File: src/rtl/cpu.sv
// 8-bit single-bus accumulator machine: 16x8 RAM, 4-bit PC/MAR, 5-step instruction cycle.
// RAM is reloaded with the default program whenever rst is high.
module cpu (
  input  logic       clk,
  input  logic       rst,
  output logic [7:0] bus,
  output logic [3:0] mem_address_data,
  output logic [7:0] mem_data,
  output logic [7:0] a_data,
  output logic [7:0] b_data,
  output logic [7:0] alu_data,
  output logic [7:0] instruction_data,
  output logic [7:0] display_data,
  output logic [3:0] pc_data,
  output logic       ovf,
  output logic       zf
);

  typedef enum logic [2:0] {T0, T1, T2, T3, T4} step_t;

  localparam logic [3:0] OP_LDA = 4'd1, OP_ADD = 4'd2, OP_SUB = 4'd3, OP_STA = 4'd4,
                         OP_LDI = 4'd5, OP_JMP = 4'd6, OP_JC  = 4'd7, OP_JZ  = 4'd8,
                         OP_OUT = 4'd14, OP_HLT = 4'd15;

  step_t      step_q, step_d;
  logic [3:0] pc_q, pc_d, mar_q, mar_d;
  logic [7:0] a_q, a_d, b_q, b_d, ir_q, ir_d, disp_q, disp_d;
  logic       ovf_q, ovf_d, zf_q, zf_d, halt_q, halt_d;
  logic [7:0] mem_q [16];

  logic pc_out, ram_out, io_out, a_out, alu_out;
  logic mar_ld, ir_ld, pc_inc, pc_jmp, a_ld, b_ld, ram_we, disp_ld, flags_ld, halt_set, sub;

  logic [3:0] opcode, operand;
  logic [8:0] alu_res;

  assign opcode  = ir_q[7:4];
  assign operand = ir_q[3:0];

  // Step sequencer and control decode; everything freezes once halted.
  always_comb begin
    step_d   = step_q;
    pc_out   = 1'b0; ram_out = 1'b0; io_out = 1'b0; a_out = 1'b0; alu_out = 1'b0;
    mar_ld   = 1'b0; ir_ld   = 1'b0; pc_inc = 1'b0; pc_jmp = 1'b0;
    a_ld     = 1'b0; b_ld    = 1'b0; ram_we = 1'b0; disp_ld = 1'b0;
    flags_ld = 1'b0; halt_set = 1'b0; sub   = 1'b0;
    if (!halt_q) begin
      step_d = (step_q == T4) ? T0 : step_t'(step_q + 3'd1);
      case (step_q)
        T0: begin pc_out = 1'b1; mar_ld = 1'b1; end
        T1: begin ram_out = 1'b1; ir_ld = 1'b1; pc_inc = 1'b1; end
        T2: begin
          case (opcode)
            OP_LDA, OP_ADD, OP_SUB, OP_STA: begin io_out = 1'b1; mar_ld = 1'b1; end
            OP_LDI: begin io_out = 1'b1; a_ld = 1'b1; end
            OP_JMP: pc_jmp = 1'b1;
            OP_JC:  pc_jmp = ovf_q;
            OP_JZ:  pc_jmp = zf_q;
            OP_OUT: begin a_out = 1'b1; disp_ld = 1'b1; end
            OP_HLT: halt_set = 1'b1;
            default: ;
          endcase
        end
        T3: begin
          case (opcode)
            OP_LDA: begin ram_out = 1'b1; a_ld = 1'b1; end
            OP_ADD, OP_SUB: begin ram_out = 1'b1; b_ld = 1'b1; end
            OP_STA: begin a_out = 1'b1; ram_we = 1'b1; end
            default: ;
          endcase
        end
        T4: begin
          if (opcode == OP_ADD || opcode == OP_SUB) begin
            alu_out  = 1'b1;
            a_ld     = 1'b1;
            flags_ld = 1'b1;
            sub      = (opcode == OP_SUB);
          end
        end
        default: ;
      endcase
    end
  end

  // Subtract is A + ~B + 1, so carry=1 means no borrow.
  assign alu_res = {1'b0, a_q} + {1'b0, (sub ? ~b_q : b_q)} + {8'd0, sub};

  always_comb begin
    bus = 8'h00;
    if (pc_out)  bus = {4'h0, pc_q};
    if (ram_out) bus = mem_q[mar_q];
    if (io_out)  bus = {4'h0, operand};
    if (a_out)   bus = a_q;
    if (alu_out) bus = alu_res[7:0];
  end

  always_comb begin
    pc_d   = pc_jmp ? operand : (pc_inc ? pc_q + 4'd1 : pc_q);
    mar_d  = mar_ld  ? bus[3:0] : mar_q;
    a_d    = a_ld    ? bus : a_q;
    b_d    = b_ld    ? bus : b_q;
    ir_d   = ir_ld   ? bus : ir_q;
    disp_d = disp_ld ? bus : disp_q;
    ovf_d  = flags_ld ? alu_res[8] : ovf_q;
    zf_d   = flags_ld ? (alu_res[7:0] == 8'h00) : zf_q;
    halt_d = halt_q | halt_set;
  end

  always_ff @(posedge clk or posedge rst) begin
    if (rst) begin
      step_q <= T0;
      pc_q   <= '0;
      mar_q  <= '0;
      a_q    <= '0;
      b_q    <= '0;
      ir_q   <= '0;
      disp_q <= '0;
      ovf_q  <= 1'b0;
      zf_q   <= 1'b0;
      halt_q <= 1'b0;
      mem_q  <= '{8'hE0, 8'h2F, 8'h74, 8'h60, 8'h3F, 8'hE0, 8'h80, 8'h64,
                 8'h00, 8'h00, 8'h00, 8'h00, 8'h00, 8'h00, 8'h00, 8'h01};
    end else begin
      step_q <= step_d;
      pc_q   <= pc_d;
      mar_q  <= mar_d;
      a_q    <= a_d;
      b_q    <= b_d;
      ir_q   <= ir_d;
      disp_q <= disp_d;
      ovf_q  <= ovf_d;
      zf_q   <= zf_d;
      halt_q <= halt_d;
      if (ram_we) mem_q[mar_q] <= bus;
    end
  end

  assign mem_address_data = mar_q;
  assign mem_data         = mem_q[mar_q];
  assign a_data           = a_q;
  assign b_data           = b_q;
  assign alu_data         = alu_res[7:0];
  assign instruction_data = ir_q;
  assign display_data     = disp_q;
  assign pc_data          = pc_q;
  assign ovf              = ovf_q;
  assign zf               = zf_q;

endmodule

File: config.mk
export PLATFORM = sky130hd
export DESIGN_NAME = cpu
export DESIGN_NICKNAME = d
export VERILOG_FILES = /design/src/rtl/cpu.sv
export SDC_FILE = /design/constraint.sdc
export NUM_CORES = 1
export LEC_CHECK = 0
export ABC_CLOCK_PERIOD_IN_PS = 10680
export BUFFER_PORTS_ARGS = -buffer_cell sky130_fd_sc_hd__buf_2
export CORE_MARGIN = 4
export CORE_UTILIZATION = 50
export DETAILED_ROUTE_END_ITERATION = 10
export MAX_ROUTING_LAYER = met4
export PLACE_DENSITY = 0.68
export SYNTH_ARGS = -nofsm -noshare
export SYNTH_HDL_FRONTEND = slang
export SYNTH_SLANG_ARGS = --single-unit
File: constraint.sdc
create_clock -name clk -period 10.68 [get_ports clk]
set_input_delay 2.136 -clock clk [delete_from_list [all_inputs] [get_ports clk]]
set_output_delay 2.136 -clock clk [all_outputs]
set_load 0.02 [all_outputs]
Yosys cells after proc, flatten, opt, wreduce, memory -nomap -nowiden
Cells that the tools add are included.
Widths: inputs -> output; s select.
{"block": "totals", "elab_cells": 113, "ff_bits": 174, "in_bits": 2, "out_inout_bits": 66}
{"block": "classes", "eq_ne": 14, "n_reduce_logical": 9, "addsub": 4, "n_lt_le_gt_ge": 2, "bitwise_logic": 3, "muxes": 55}
{"operator": "$bwmux 128", "count": 1}
{"operator": "$mux 8", "count": 8}
{"operator": "$mux 1", "count": 35}
{"operator": "$bmux 8 s4", "count": 1}
{"operator": "$demux 8 s4", "count": 1}
{"operator": "$eq 4x3->1 const B", "count": 4}
{"operator": "$eq 4x4->1 const B", "count": 3}
{"operator": "$mux 4", "count": 3}
{"operator": "$add 8x8->9", "count": 1}
{"operator": "$add 9x1->9", "count": 1}
{"operator": "$eq 4x2->1 const B", "count": 2}
{"operator": "$logic_not 8->1", "count": 1}
{"operator": "$not 8->8", "count": 1}
{"operator": "$eq 3x2->1 const B", "count": 2}
{"operator": "$pmux 1 s2", "count": 3}
{"operator": "$pmux 1 s3", "count": 2}
{"operator": "$ge 5x5->1 const B", "count": 1}
{"operator": "$lt 5x1->1 const B", "count": 1}
{"operator": "$not 4->5", "count": 1}
{"operator": "$reduce_or 5->1", "count": 1}
{"operator": "$add 4x1->4 const B", "count": 1}
{"operator": "$eq 4x1->1 const B", "count": 1}
{"operator": "$reduce_or 4->1", "count": 1}
{"operator": "$add 3x1->3 const B", "count": 1}
{"operator": "other kinds (10)", "count": 10}

Logic depth before layout (Yosys ltp)
{"block": "depth", "depth_word": 10, "ltp_mapped": 14, "depth_no_buf": 14}

Worst setup path after synthesis
OpenSTA, ideal clock, no wires.
{"block": "synth_path", "path_type": "reg2out", "startpoint": "reg ir_q[6], in the netlist instruction_data[6]", "endpoint": "out bus[2]", "n_path_buf": 1, "required_ns": 8.544, "arrival_ns": 3.486, "stages_incl_launch_ff": 13, "path_slack_ns": 5.058, "path_cell_list": "dfrtp_1 buf_2 nand4b_1 nor3_2 nand2_1 xnor2_1 inv_1 fa_1 xnor2_1 a22o_1 a2111oi_4 a211oi_1 a21boi_1"}
{"block": "synth_between", "elab_chain_cells": 9, "elab_cells_between_ends": 32, "cone_classes": "2 x add/sub; 6 x eq/ne; 21 x mux; 3 x reduce/logical"}
{"item": "start, declared", "line_no": "27", "text": "logic [7:0] a_q, a_d, b_q, b_d, ir_q, ir_d, disp_q, disp_d;"}
{"item": "start signal, assigned", "line_no": "129", "text": "ir_q <= ir_d;"}
{"item": "$eq 4x2->1 (on tied branches)", "line_no": "73, 77"}
{"item": "$logic_or 1x1->1", "line_no": "73", "text": "if (opcode == OP_ADD || opcode == OP_SUB) begin"}
{"item": "$mux 1 (*)", "line_no": "73"}
{"item": "$mux 1 (*)", "line_no": "49", "text": "case (step_q)"}
{"item": "$mux 1 (*)", "line_no": "47", "text": "if (!halt_q) begin"}
{"item": "$mux 8", "line_no": "86", "text": "assign alu_res = {1'b0, a_q} + {1'b0, (sub ? ~b_q : b_q)} + {8'd0, sub};"}
{"item": "$add 8x8->9", "line_no": "86"}
{"item": "$add 9x1->9 (*)", "line_no": "86"}
{"item": "via alu_res[2]", "line_no": "35", "text": "logic [8:0] alu_res;"}
{"item": "$mux 8 (*)", "line_no": "94", "text": "if (alu_out) bus = alu_res[7:0];"}
{"item": "end, declared", "line_no": "6", "text": "output logic [7:0] bus,"}
The timed path passes the listed nets; every way through them passes the cells marked *.

Worst setup path in the final report
{"block": "layout_path", "startpoint": "reg step_q[1]", "endpoint": "out bus[2]"}
{"block": "layout_between", "elab_chain_cells": 8, "elab_cells_between_ends": 25, "cone_classes": "2 x add/sub; 4 x eq/ne; 18 x mux; 1 x reduce/logical"}
{"item": "start, declared", "line_no": "25", "text": "step_t step_q, step_d;"}
{"item": "start signal, assigned", "line_no": "124", "text": "step_q <= step_d;"}
{"item": "branches (longest 7 deep; another with $add 8x8->9)"}
{"item": "$mux 8 (*)", "line_no": "94"}
Mark *: on every way between the ends.

==> flow_summary_export.csv <==
group,metric,value,unit
run_status,status,"finished clean",
timing,rsz0062_at_grt,"no",
timing,finalSetupTns,0,ps
logic_synthesis,avgSynthCellArea,10.4,um2
logic_synthesis,yosys_most_used_dff,"dfrtp_1",
logic_synthesis,ys_types,70,
cts,postCtsHoldBufs,0,
floorplan,io_pins,68,
critical_path,arrival,4660,ps
grt,grt-ovfl-total,0,
placed_design,gp_congestion,0.936,
placed_design,dp_hpwl,15400,um
floorplan,rows,48,
final_layout,n_antenna_cell,0,
critical_path,crit_buf_inv,3,
floorplan,core_area,17300,um2
detailed_routing,routedWlPerCell,19.7,um
cts,cts_htree_levels,4,
final_layout,num-nets-final,906,
grt,grt_pass1_wl,36500,um
final_layout,fillers,1512,
detailed_routing,wirelength,22200,um
timing,maxSlewViolCount,0,
grt,grt_pass1_vias,6676,
placed_design,port_buffers,67,
critical_path,slowest_delay,570,ps
detailed_routing,drc_errors,0,
timing,max_freq,0.147,GHz
timing,fin_crit_sh,63.7,%
floorplan,start_util,51.1,%
grt,grt_max_degree,100,
final_layout,area_growth,10.5,%
logic_synthesis,yosysWarningCount,0,
placed_design,pre_cts_ws,4390,ps
grt,antenna_found_initial,0,
critical_path,crit_family,"simple AND/OR/NAND/NOR gates",
flow_run,drv_cap,0,
timing,tightest_slew,1130,ps
critical_path,critPathKind,"flip-flop to output port",
placed_design,dp_cells,1094,
final_layout,fin_util,56.5,%
detailed_routing,dr.pass1.iters,5,
logic_synthesis,synth-seq-cells,174,
timing,layout_min_cycle_time,6800,ps
timing,fin_ws,3880,ps
cts,clkTransAtPathRegs,70,ps
timing,hold_viol,0,
detailed_routing,drtIter0Drc,437,
floorplan,dieArea,19900,um2
logic_synthesis,synth_area,8840,um2
critical_path,cpMaxStageDelayCell,"nor3_2",
floorplan,dieHeight,141,um
power,leakage,4.39,nW
cts,clockBufferDepth,2,
timing,setup_viol,0,
grt,gr-usage-all-layers,24.1,%
critical_path,worstSetupStartpointType,"flip-flop",
logic_synthesis,yosys.area.top_type,"dfrtp_1",
detailed_routing,vias,6581,
timing,maxSlewHeadroom,24.0,%
cts,cts_resized,0,
cts,cts-buffers-inserted,17,
cts,clock-sinks,174,
cts,cts_root_buf,"clkbuf_16",
power,power_density,129,nW/um2
timing,skew,11.8,ps
detailed_routing,ant_nets,0,
final_layout,drive_gt1_share,22.9,%
logic_synthesis,ys_seq_area_share,49.7,%
cts,clkLatencyLatePin,430,ps
cts,post_cts_buffers,0,
logic_synthesis,syn_nets,867,
logic_synthesis,synthTopCellsByArea,"dfrtp_1 41%, dfstp_2 8.3%, mux4_2 6.6%",
critical_path,path_max_fanout,10,
logic_synthesis,synth_edf_count,0,
timing,whs,469,ps
power,ir_drop,0.000112,V
critical_path,endpoint_kind,"output port",
cts,cts_tree,"built",
logic_synthesis,synth_cells,849,
floorplan,die_w,141,um
final_layout,finalNonFillerCells,1126,
worst_hold_path,hold_class,"flip-flop to flip-flop",
critical_path,worstPathCellList,"inv_1, ha_1, nand4b_1, nor3_2, nand2_1, xnor2_1, inv_1, fa_1, xnor2_1, a22o_1, a2111oi_4, a211oi_1, a21boi_1, buf_2",
logic_synthesis,yosysTopAreaCellShare,41.3,%
critical_path,worst_ep_required_time,8540,ps
detailed_routing,vias_per_cell,5.84,
logic_synthesis,async_reset_ff_share,100,%
stage by stage:
stage / total power [mW] / instance area, um2
floorplan: 0.681 / 8840
global placement: 0.686 / 9220
detailed placement: 0.686 / 9220
CTS: 1.27 / 9770
global route: 1.30 / 9770
finish: 1.26 / 9770
worst paths after layout:
check | start | cells after the start | slack [ps] | end
max in group asynchronous | rst | 3 | 7310 | mem_q[37]
worst max register to register | step_q[1] | 13 | 6060 | mem_q[2]
worst min register to register | mem_q[112] | 2 | 470 | mem_q[112]
worst max-delay path | step_q[1] | 14 | 3880 | bus[2]
worst min-delay path | mem_q[112] | 2 | 470 | mem_q[112]
min in group asynchronous | rst | 2 | 1870 | display_data[6]
cell usage after synthesis, types with 3 or more instances:
cell / number
nand2b_1: 4
mux2_2: 10
nor3b_1: 4
a22oi_1: 9
o21ai_1: 21
nor2_1: 100
nor2b_1: 8
nand4_1: 6
clkbuf_1: 25
or3_1: 4
a41oi_2: 3
buf_1: 3
o211ai_1: 3
dfstp_2: 28
xor2_1: 3
nor3_1: 9
a21oi_2: 20
inv_1: 16
buf_6: 5
o211a_1: 3
a22o_1: 6
xnor2_1: 16
ha_1: 15
buf_4: 10
nand3_1: 9
mux2i_1: 3
a31oi_1: 5
o21ai_0: 74
and2_1: 5
mux4_1: 8
mux4_2: 26
a21oi_1: 61
dfrtp_1: 146
and3_1: 4
nand2_1: 120
a22oi_2: 3
buf_2: 10
nand3b_1: 4
a211oi_1: 3
where the power goes:
part | switching, mW | leakage [nW] | internal [mW]
combinational | 0.0124 | 1.83 | 0.000469
sequential | 0 | 2.30 | 0.660
clock | 0.247 | 0.259 | 0.344
flip-flops by register name, summed over array words and instances, names as in the netlist:
| name | count |
|---|---|
| pc_data | 4 |
| mem_q | 128 |
| mem_address_data | 4 |
| a_data | 8 |
| zf | 1 |
| step_q | 3 |
| ovf | 1 |
| b_data | 8 |
| instruction_data | 8 |
| halt_q | 1 |
| display_data | 8 |
layer usage:
layer	vias to the layer above	GRT usage, %	part of all wire, %	routed length (um)
met3	46	4.78	5.5	1210
met4	0	8.87	3.1	684
li1	3089	-	-	-
met5	-	-	0	0
met2	196	37.4	48	10600
met1	3250	31.7	44	9750
area by class of cell:
| type | instances | area (um2) | area share (%) |
|---|---|---|---|
| clock inverter | 7 | 93.8 | 0.961 |
| sequential | 174 | 4390 | 45.0 |
| multi-input combinational | 603 | 4080 | 41.8 |
| inverter | 17 | 68.8 | 0.704 |
| clock buffer | 25 | 455 | 4.66 |
| timing repair buffer | 75 | 395 | 4.05 |
| tap | 225 | 282 | 2.88 |
cells in the final DEF (no fill, tap or decap), types with 10 or more instances in the layout:
cell type / netlist / final
dfstp_2: 28 / 28
mux2_2: 10 / 10
mux4_2: 26 / 26
nor2_1: 100 / 100
ha_1: 15 / 15
buf_2: 10 / 67
o21ai_1: 21 / 21
nand2_1: 120 / 120
inv_1: 16 / 15
o21ai_0: 74 / 74
dfrtp_1: 146 / 144
a21oi_2: 20 / 20
a21oi_1: 61 / 61
xnor2_1: 16 / 16
clkbuf_16: 0 / 17
kinds of logic (layout without fill, tap and decap cells):
group                    Yosys count  after routing  synth area share (%)
XOR/XNOR                          19             19                  1.88
adder cells (fa/ha/maj)           16             16                  2.35
buffers and inverters             72            124                  4.42
AO/OA/AOI/OAI                    230            230                  16.4
flip-flops                       174            174                  49.7
multiplexers                      47             47                  10.6
AND/OR/NAND/NOR                  291            291                  14.6
worst register-to-register path, stage by stage, from the launching register on:
cell and delay, ps:
dfrtp_1 430, inv_1 110, ha_1 200, nand4b_1 270, nor3_2 570, nand2_1 420, xnor2_1 330, inv_1 90
fa_1 420, xnor2_1 210, a22o_1 250, a311oi_1 270, a22o_1 650, o21ai_0 230
Note: power is estimated with default switching activity, not from simulation.
